## config.mk

```make
export PLATFORM = sky130hd
export DESIGN_NAME = cpu_step_ctrl
export DESIGN_NICKNAME = d
export VERILOG_FILES = /design/src/rtl/cpu_step_ctrl.sv
export SDC_FILE = /design/constraint.sdc
export NUM_CORES = 1
export LEC_CHECK = 0
export CAP_MARGIN = 20
export CORE_MARGIN = 2
export CORE_UTILIZATION = 30
export CTS_BUF_LIST = sky130_fd_sc_hd__clkbuf_8
export DETAILED_ROUTE_END_ITERATION = 6
export PLACE_DENSITY_LB_ADDON = 0.15
export SLEW_MARGIN = 20
export SYNTH_ARGS = -nofsm -noshare
export SYNTH_HDL_FRONTEND = slang
export SYNTH_SLANG_ARGS = --single-unit
```

## constraint.sdc

```tcl
create_clock -name clk -period 2.6 [get_ports clk]
set_input_delay 0.39 -clock clk [delete_from_list [all_inputs] [get_ports clk]]
set_output_delay 0.39 -clock clk [all_outputs]
set_load 0.05 [all_outputs]
```

## src/rtl/cpu_step_ctrl.sv

```systemverilog
// ============================================================================
//  cpu_step_ctrl : step sequencer, write-port FIFO and interrupt latch
//  Revision 1.0  : initial release
// ============================================================================
`default_nettype none

module cpu_step_ctrl #(
  parameter int PHASES   = 4,
  parameter int DW       = 32,
  parameter int WQ_DEPTH = 2,
  parameter int NIRQ     = 4,
  localparam int PW      = $clog2(PHASES),
  localparam int IW      = (NIRQ > 1) ? $clog2(NIRQ) : 1
) (
  input  logic            clk,
  input  logic            reset_n,
  output logic [PW-1:0]   phase,
  output logic            step_en,
  input  logic            wr_want,
  input  logic [DW-1:0]   wr_data,
  output logic            w_req,
  output logic [DW-1:0]   w_data,
  input  logic            w_busy,
  input  logic [NIRQ-1:0] irr,
  output logic            irq_valid,
  output logic [IW-1:0]   irq_id,
  input  logic            irq_take,
  output logic [NIRQ-1:0] ack
);

  localparam int CW = $clog2(WQ_DEPTH + 1);
  localparam int AW = (WQ_DEPTH > 1) ? $clog2(WQ_DEPTH) : 1;
  localparam logic [PW-1:0] LAST_PH  = PW'(PHASES - 1);
  localparam logic [CW-1:0] FULL_CNT = CW'(WQ_DEPTH);
  localparam logic [AW-1:0] LAST_PTR = AW'(WQ_DEPTH - 1);

  logic [PW-1:0]   r_phase;
  logic [CW-1:0]   r_count;
  logic [AW-1:0]   r_wptr;
  logic [AW-1:0]   r_rptr;
  logic [DW-1:0]   r_mem [WQ_DEPTH];
  logic [NIRQ-1:0] r_irr_q;
  logic [NIRQ-1:0] r_pend;

  logic            w_full;
  logic            w_pop;
  logic            w_push;
  logic            w_stall;
  logic            w_ack_en;
  logic [NIRQ-1:0] w_rise;
  logic [IW-1:0]   w_irq_id;
  logic [NIRQ-1:0] w_ack;

  assign w_full   = (r_count == FULL_CNT);
  assign w_req    = (r_count != '0);
  assign w_pop    = w_req & ~w_busy;
  // A pop in the same cycle frees the slot, so a full FIFO need not stall.
  assign w_stall  = wr_want & w_full & ~w_pop;
  assign step_en  = (r_phase == LAST_PH) & ~w_stall;
  assign w_push   = step_en & wr_want;
  assign w_rise   = irr & ~r_irr_q;
  assign w_ack_en = step_en & irq_take & irq_valid;

  assign phase     = r_phase;
  assign w_data    = w_req ? r_mem[r_rptr] : '0;
  assign irq_valid = |r_pend;
  assign irq_id    = w_irq_id;
  assign ack       = w_ack;

  always_comb begin
    w_irq_id = '0;
    for (int i = NIRQ - 1; i >= 0; i--) begin
      if (r_pend[i]) w_irq_id = IW'(i);
    end
  end

  always_comb begin
    w_ack = '0;
    if (w_ack_en) w_ack[w_irq_id] = 1'b1;
  end

  always_ff @(posedge clk) begin
    if (!reset_n) begin
      r_phase <= '0;
      r_count <= '0;
      r_wptr  <= '0;
      r_rptr  <= '0;
      r_irr_q <= '0;
      r_pend  <= '0;
    end else begin
      if (r_phase == LAST_PH) begin
        if (!w_stall) r_phase <= '0;
      end else begin
        r_phase <= r_phase + 1'b1;
      end

      if (w_push) r_wptr <= (r_wptr == LAST_PTR) ? '0 : r_wptr + 1'b1;
      if (w_pop)  r_rptr <= (r_rptr == LAST_PTR) ? '0 : r_rptr + 1'b1;

      case ({w_push, w_pop})
        2'b10:   r_count <= r_count + 1'b1;
        2'b01:   r_count <= r_count - 1'b1;
        default: ;
      endcase

      r_irr_q <= irr;
      // A new edge outranks a clear landing on the same channel.
      r_pend  <= (r_pend & ~w_ack) | w_rise;
    end
  end

  always_ff @(posedge clk) begin
    if (w_push) r_mem[r_wptr] <= wr_data;
  end

endmodule

`default_nettype wire

```

* Word-level counts from Yosys, hierarchy flattened
Memories as Yosys holds them, arrays and structs flattened. A register that Yosys moved wholly into a read port is not among the register bits.
Cells that the tools add are included.
** Word-level totals
- Flip-flop bits (word level) :: 14
- Bits in writable memories :: 64
- Input bits :: 41
- Output and inout port bits :: 43
- Memories :: 1
** Memory list
- r_mem :: words 2, bits a word 32, rd ports 1, clocked after memory_dff 1, wr ports 1, line 41 : logic [DW-1:0] r_mem [WQ_DEPTH];
** Cells by class
- Add/sub/neg operators :: 5
- Order comparisons :: 2
- Equal/unequal tests :: 5
- Mux-type cells :: 17
- Bitwise operators :: 15
- Reduce and logical (&&, ||, !) cells :: 4
** Operators by type and width (number)
- $mux W32 :: 1
- $mux W2 :: 6
- $and A4 B4 Y4 :: 2
- $not A4 Y4 :: 2
- $and A1 B1 Y1 :: 7
- $mux W1 :: 7
- $eq A2 B2 Y1 const B :: 3
- $add A2 B1 Y2 const B :: 2
- $mux W4 :: 1
- $or A4 B4 Y4 :: 1
- $pmux W2 S2 :: 1
- $reduce_bool A2 Y1 :: 2
- $reduce_or A4 Y1 :: 1
- $lt A2 B3 Y1 const B :: 1
- $not A1 Y1 :: 3
- $add A1 B1 Y1 const B :: 2
- $demux W1 S2 :: 1
- $eq A2 B1 Y1 const B :: 1
- $ge A2 B1 Y1 const B :: 1
- $ne A2 B2 Y1 const B :: 1
- $sub A2 B1 Y2 const B :: 1
- $logic_and A1 B1 Y1 :: 1

* Longest topological paths before layout
- Word-level depth :: 12
- Depth in mapped cells :: 7
- Mapped depth without buffers :: 6

* Least setup slack after synthesis
No wires, ideal clock.
- Path type :: reg-to-reg
- From :: register r_phase[0], in the netlist phase[0]
- To :: memory r_mem[0][0], enable pin
- Data arrival time :: 2.507 ns
- Setup slack :: -0.328 ns
- Cell stages (with the launch flop) :: 4
- Path buffers :: 0
- Path through :: dfxtp_1 > ha_1 > nand3_1 > nor2_1
** Between the ends
- Cells in the longest elaborated chain, start to end :: 5
** RTL lines
- start: declaration :: line 37 : logic [PW-1:0] r_phase;
- start signal: assignment :: line 94 : r_phase <= r_phase + 1'b1;
- $eq A2 B2 Y1 :: line 59 : assign step_en = (r_phase == LAST_PH) & ~w_stall;
- $and A1 B1 Y1 :: line 59
- $and A1 B1 Y1 :: line 60 : assign w_push = step_en & wr_want;
- $mux W1 :: line 113 : if (w_push) r_mem[r_wptr] <= wr_data;
- $mux W1 (implied by the code) :: line 113
- end: declaration :: line 41
Every way passes these cells.

==> results by group <==
Run status
  • Status: finished, final reports clean

Logic synthesis
  • Synthesis-stage register bit count: just under 80
  • Unique cell type count in the Yosys netlist: 28
  • Post-Syn Area per Cell: ~14 um2
  • Synth Instances: around 220
  • Syn_nets: ~260
  • Synth Warn #: 0
  • Synth Cell Area: 3070 um2
  • Register area share after synthesis: ~72%

Global routing
  • Global-route wire length before repair: roughly 10000 um
  • Tot GR Track Use: between 10% and 20%
  • Largest net degree at the start of global routing: 33
  • Remaining global-route overflow: 0
  • Vias in the first global route: ~2000
  • Initial antenna violation count: 0

Worst setup path
  • Crit. End Element: output pin
  • Critical Path AT: 2.12 ns
  • CP Data Required Time: between 2 and 2.5 ns
  • Crit Path Max Fanout: 9
  • Critical path launch point type: flop
  • Setup CP Type: flop to output pin

Detailed routing
  • DRT Wirelength: ~6000 um
  • Average wire per standard cell: between 10 and 15 um
  • Drt pass-1 iters: 4
  • Iter 0 DRT Violations: between 50 and 60
  • Via count: just under 2000
  • Post-DRT Antenna Nets: 0
  • DR DRC count: 0
  • Vias/cell: around 4.4

Die
  • Initial core utilization: 31.1%
  • Top-level I/O count: between 80 and 90
  • Die span in y: about 110 um
  • Die area: 11100 um2
  • Core area: around 10000 um2
  • FP Rows: 36
  • Die width: 105 um

Run
  • Max cap viols: 0

CTS
  • Root Buffer: clkbuf_8
  • Clk_lat worst skew: around 0.34 ns
  • Clock transition at path regs: roughly 0.080 ns
  • Clock sinks: 79
  • Clk buf depth: 2
  • CTS H-tree lvls: 3
  • CTS Buf Count: 9
  • Post-CTS Setup Repair Bufs: 0
  • Post-CTS Hold Buffers: 0
  • CTS tree: yes

Timing
  • Fmax: between 0.3 and 0.4 GHz
  • Tightest Pin Transition: around 0.56 ns
  • Final period util: between 90% and 100%
  • RSZ-0062 raised after global routing: no
  • Setup violations, final: 0
  • Final Skew: ~0.010 ns
  • WHS: ~0.43 ns
  • Fin crit period: 2.51 ns
  • Slew HR: roughly 62%
  • Slew Limit Fails: 0
  • Final Hold Viols: 0

Power and ir drop
  • Power density over the cells: ~670 nW/um2
  • Sw Ratio: roughly a quarter
  • Clock power share: approximately 34%
  • Net Sw Power: 0.000788 W
  • Pleak: roughly 1.7 nW
  • P_int: 0.00218 W
  • Seq pwr share: between 40% and 50%
  • Total chip power: around 0.0030 W
  • Peak VDD IR: approximately 0.29 mV
  • Combinational group share of total power: a little under a fifth

Finish
  • Commonest non-fill, non-tap cell in the layout: clkdlybuf4s50_1
  • Filler instances: between 900 and 1000
  • Syn-to-layout area delta: 43.7%
  • Most frequent cells in the layout: 67 x clkdlybuf4s50_1, 64 x edfxtp_1, 39 x nor2_1
  • Final net count: between 300 and 400
  • # diodes: 0
  • Share of cells above drive strength 1: around 10%

Placement
  • Post-DP HPWL: approximately 4000 um
  • Port Buffer Count: 83
  • Routability cong.: 0.665

Worst hold path
  • Worst min-delay path class: flop to flop
## final timing paths
| path | start | end | slack (ns) | cells past startpoint |
|---|---|---|---|---|
| setup / recovery | flop | w_data[11] | 0.09 | 4 |
| hold / removal | r_irr_q[2] | r_pend[2] | 0.43 | 1 |
| setup reg to reg | r_count[1] | r_count[1] | 0.88 | 6 |
| hold reg to reg | r_irr_q[2] | r_pend[2] | 0.43 | 1 |
## critical path, stage by stage, from the launching register on
cell and delay (ns):
dfxtp_2 0.52, buf_4 0.27, mux2i_1 0.09, nor2_1 0.09, clkdlybuf4s50_1 0.81
## final cells by class
type	count	area, um2	share of cell area [%]
flip-flops and latches	79	2220	50.4
repair buffers	90	973	22.1
multi-input cells	122	806	18.3
well taps	133	166	3.77
clock buffers	10	138	3.12
clock inverters	6	85.1	1.93
inverters	5	18.8	0.426
## power groups by stage
stage | Sequential (W) | Clock [W] | Combinational [W]
finish | 0.00142 | 0.00100 | 0.000539
global route | 0.00143 | 0.00109 | 0.000576
CTS | 0.00142 | 0.00104 | 0.000550
detailed placement | 0.00145 | 0 | 0.000549
global placement | 0.00145 | 0 | 0.000544
floorplan | 0.00145 | 0 | 0.000321
## stage by stage
step                      cell area, um2  std cells  worst slack, ns  TNS, ns  utilization (%)
after floorplan                     3070        215           -0.328   -21.01                -
after global placement              4160        429            0.452        0             42.2
after detailed placement            4160        429            0.434        0             42.2
after CTS                           4380        445           0.0453        0             44.4
after global routing                4410        445         0.000136        0             44.7
final                               4410        445           0.0863        0             44.7
## cells by family (layout without fill, tap and decap cells)
kind of cell | count (synthesis) | count (layout) | share of synthesized area, %
buf+inv | 14 | 111 | 2.00
xor+xnor | 2 | 2 | 0.571
compound gates | 13 | 13 | 2.57
simple gates | 71 | 71 | 10.6
mux | 34 | 34 | 11.1
flops | 79 | 79 | 72.4
fa+ha+maj | 2 | 2 | 0.815
## Yosys cell counts
| cell type | number | area, um2 |
|---|---|---|
| edfxtp_1 | 64 | 1920 |
| nor2_1 | 41 | 154 |
| mux2i_1 | 34 | 340 |
| dfxtp_1 | 15 | 300 |
| nand2_1 | 10 | 37.5 |
| buf_2 | 7 | 35.0 |
| and2_1 | 6 | 37.5 |
| inv_1 | 5 | 18.8 |
| o21ai_0 | 4 | 20.0 |
| a21oi_1 | 3 | 15.0 |
| a21boi_0 | 2 | 15.0 |
| and3_1 | 2 | 12.5 |
| clkbuf_1 | 2 | 7.51 |
| ha_1 | 2 | 25.0 |
| nor2b_1 | 2 | 12.5 |
| o22ai_1 | 2 | 12.5 |
| or3_1 | 2 | 12.5 |
| xnor2_1 | 2 | 17.5 |
| a21boi_1 | 1 | 7.51 |
| a31o_2 | 1 | 8.76 |
| and3b_1 | 1 | 8.76 |
| and4_1 | 1 | 8.76 |
| nand3_1 | 1 | 5.00 |
| nand3b_1 | 1 | 7.51 |
| nand4b_1 | 1 | 8.76 |
| nor2_2 | 1 | 6.26 |
| nor3_1 | 1 | 5.00 |
| nor3b_1 | 1 | 7.51 |
## layer usage
layer  GRT usage (%)  vias up  wire [um]
met1            14.9      918       2840
met3            2.93       10        303
met4            5.43        0         85
met2            18.6       59       2780
li1                -      953          -
met5               0        -          0
## repair_timing
| item | in CTS | in global routing |
|---|---|---|
| endpoints found under the hold margin | 0 | 0 |
| setup endpoints to repair | 0 | 11 |
| gates resized for setup | 0 | 11 |
## sequential cells by signal, indices dropped and copies added (netlist names), named ones only
signal,cells
r_pend,4
r_count,2
r_mem,64
r_wptr,1
r_rptr,1
r_irr_q,4
phase,2
(Power assumes the default switching activity.)
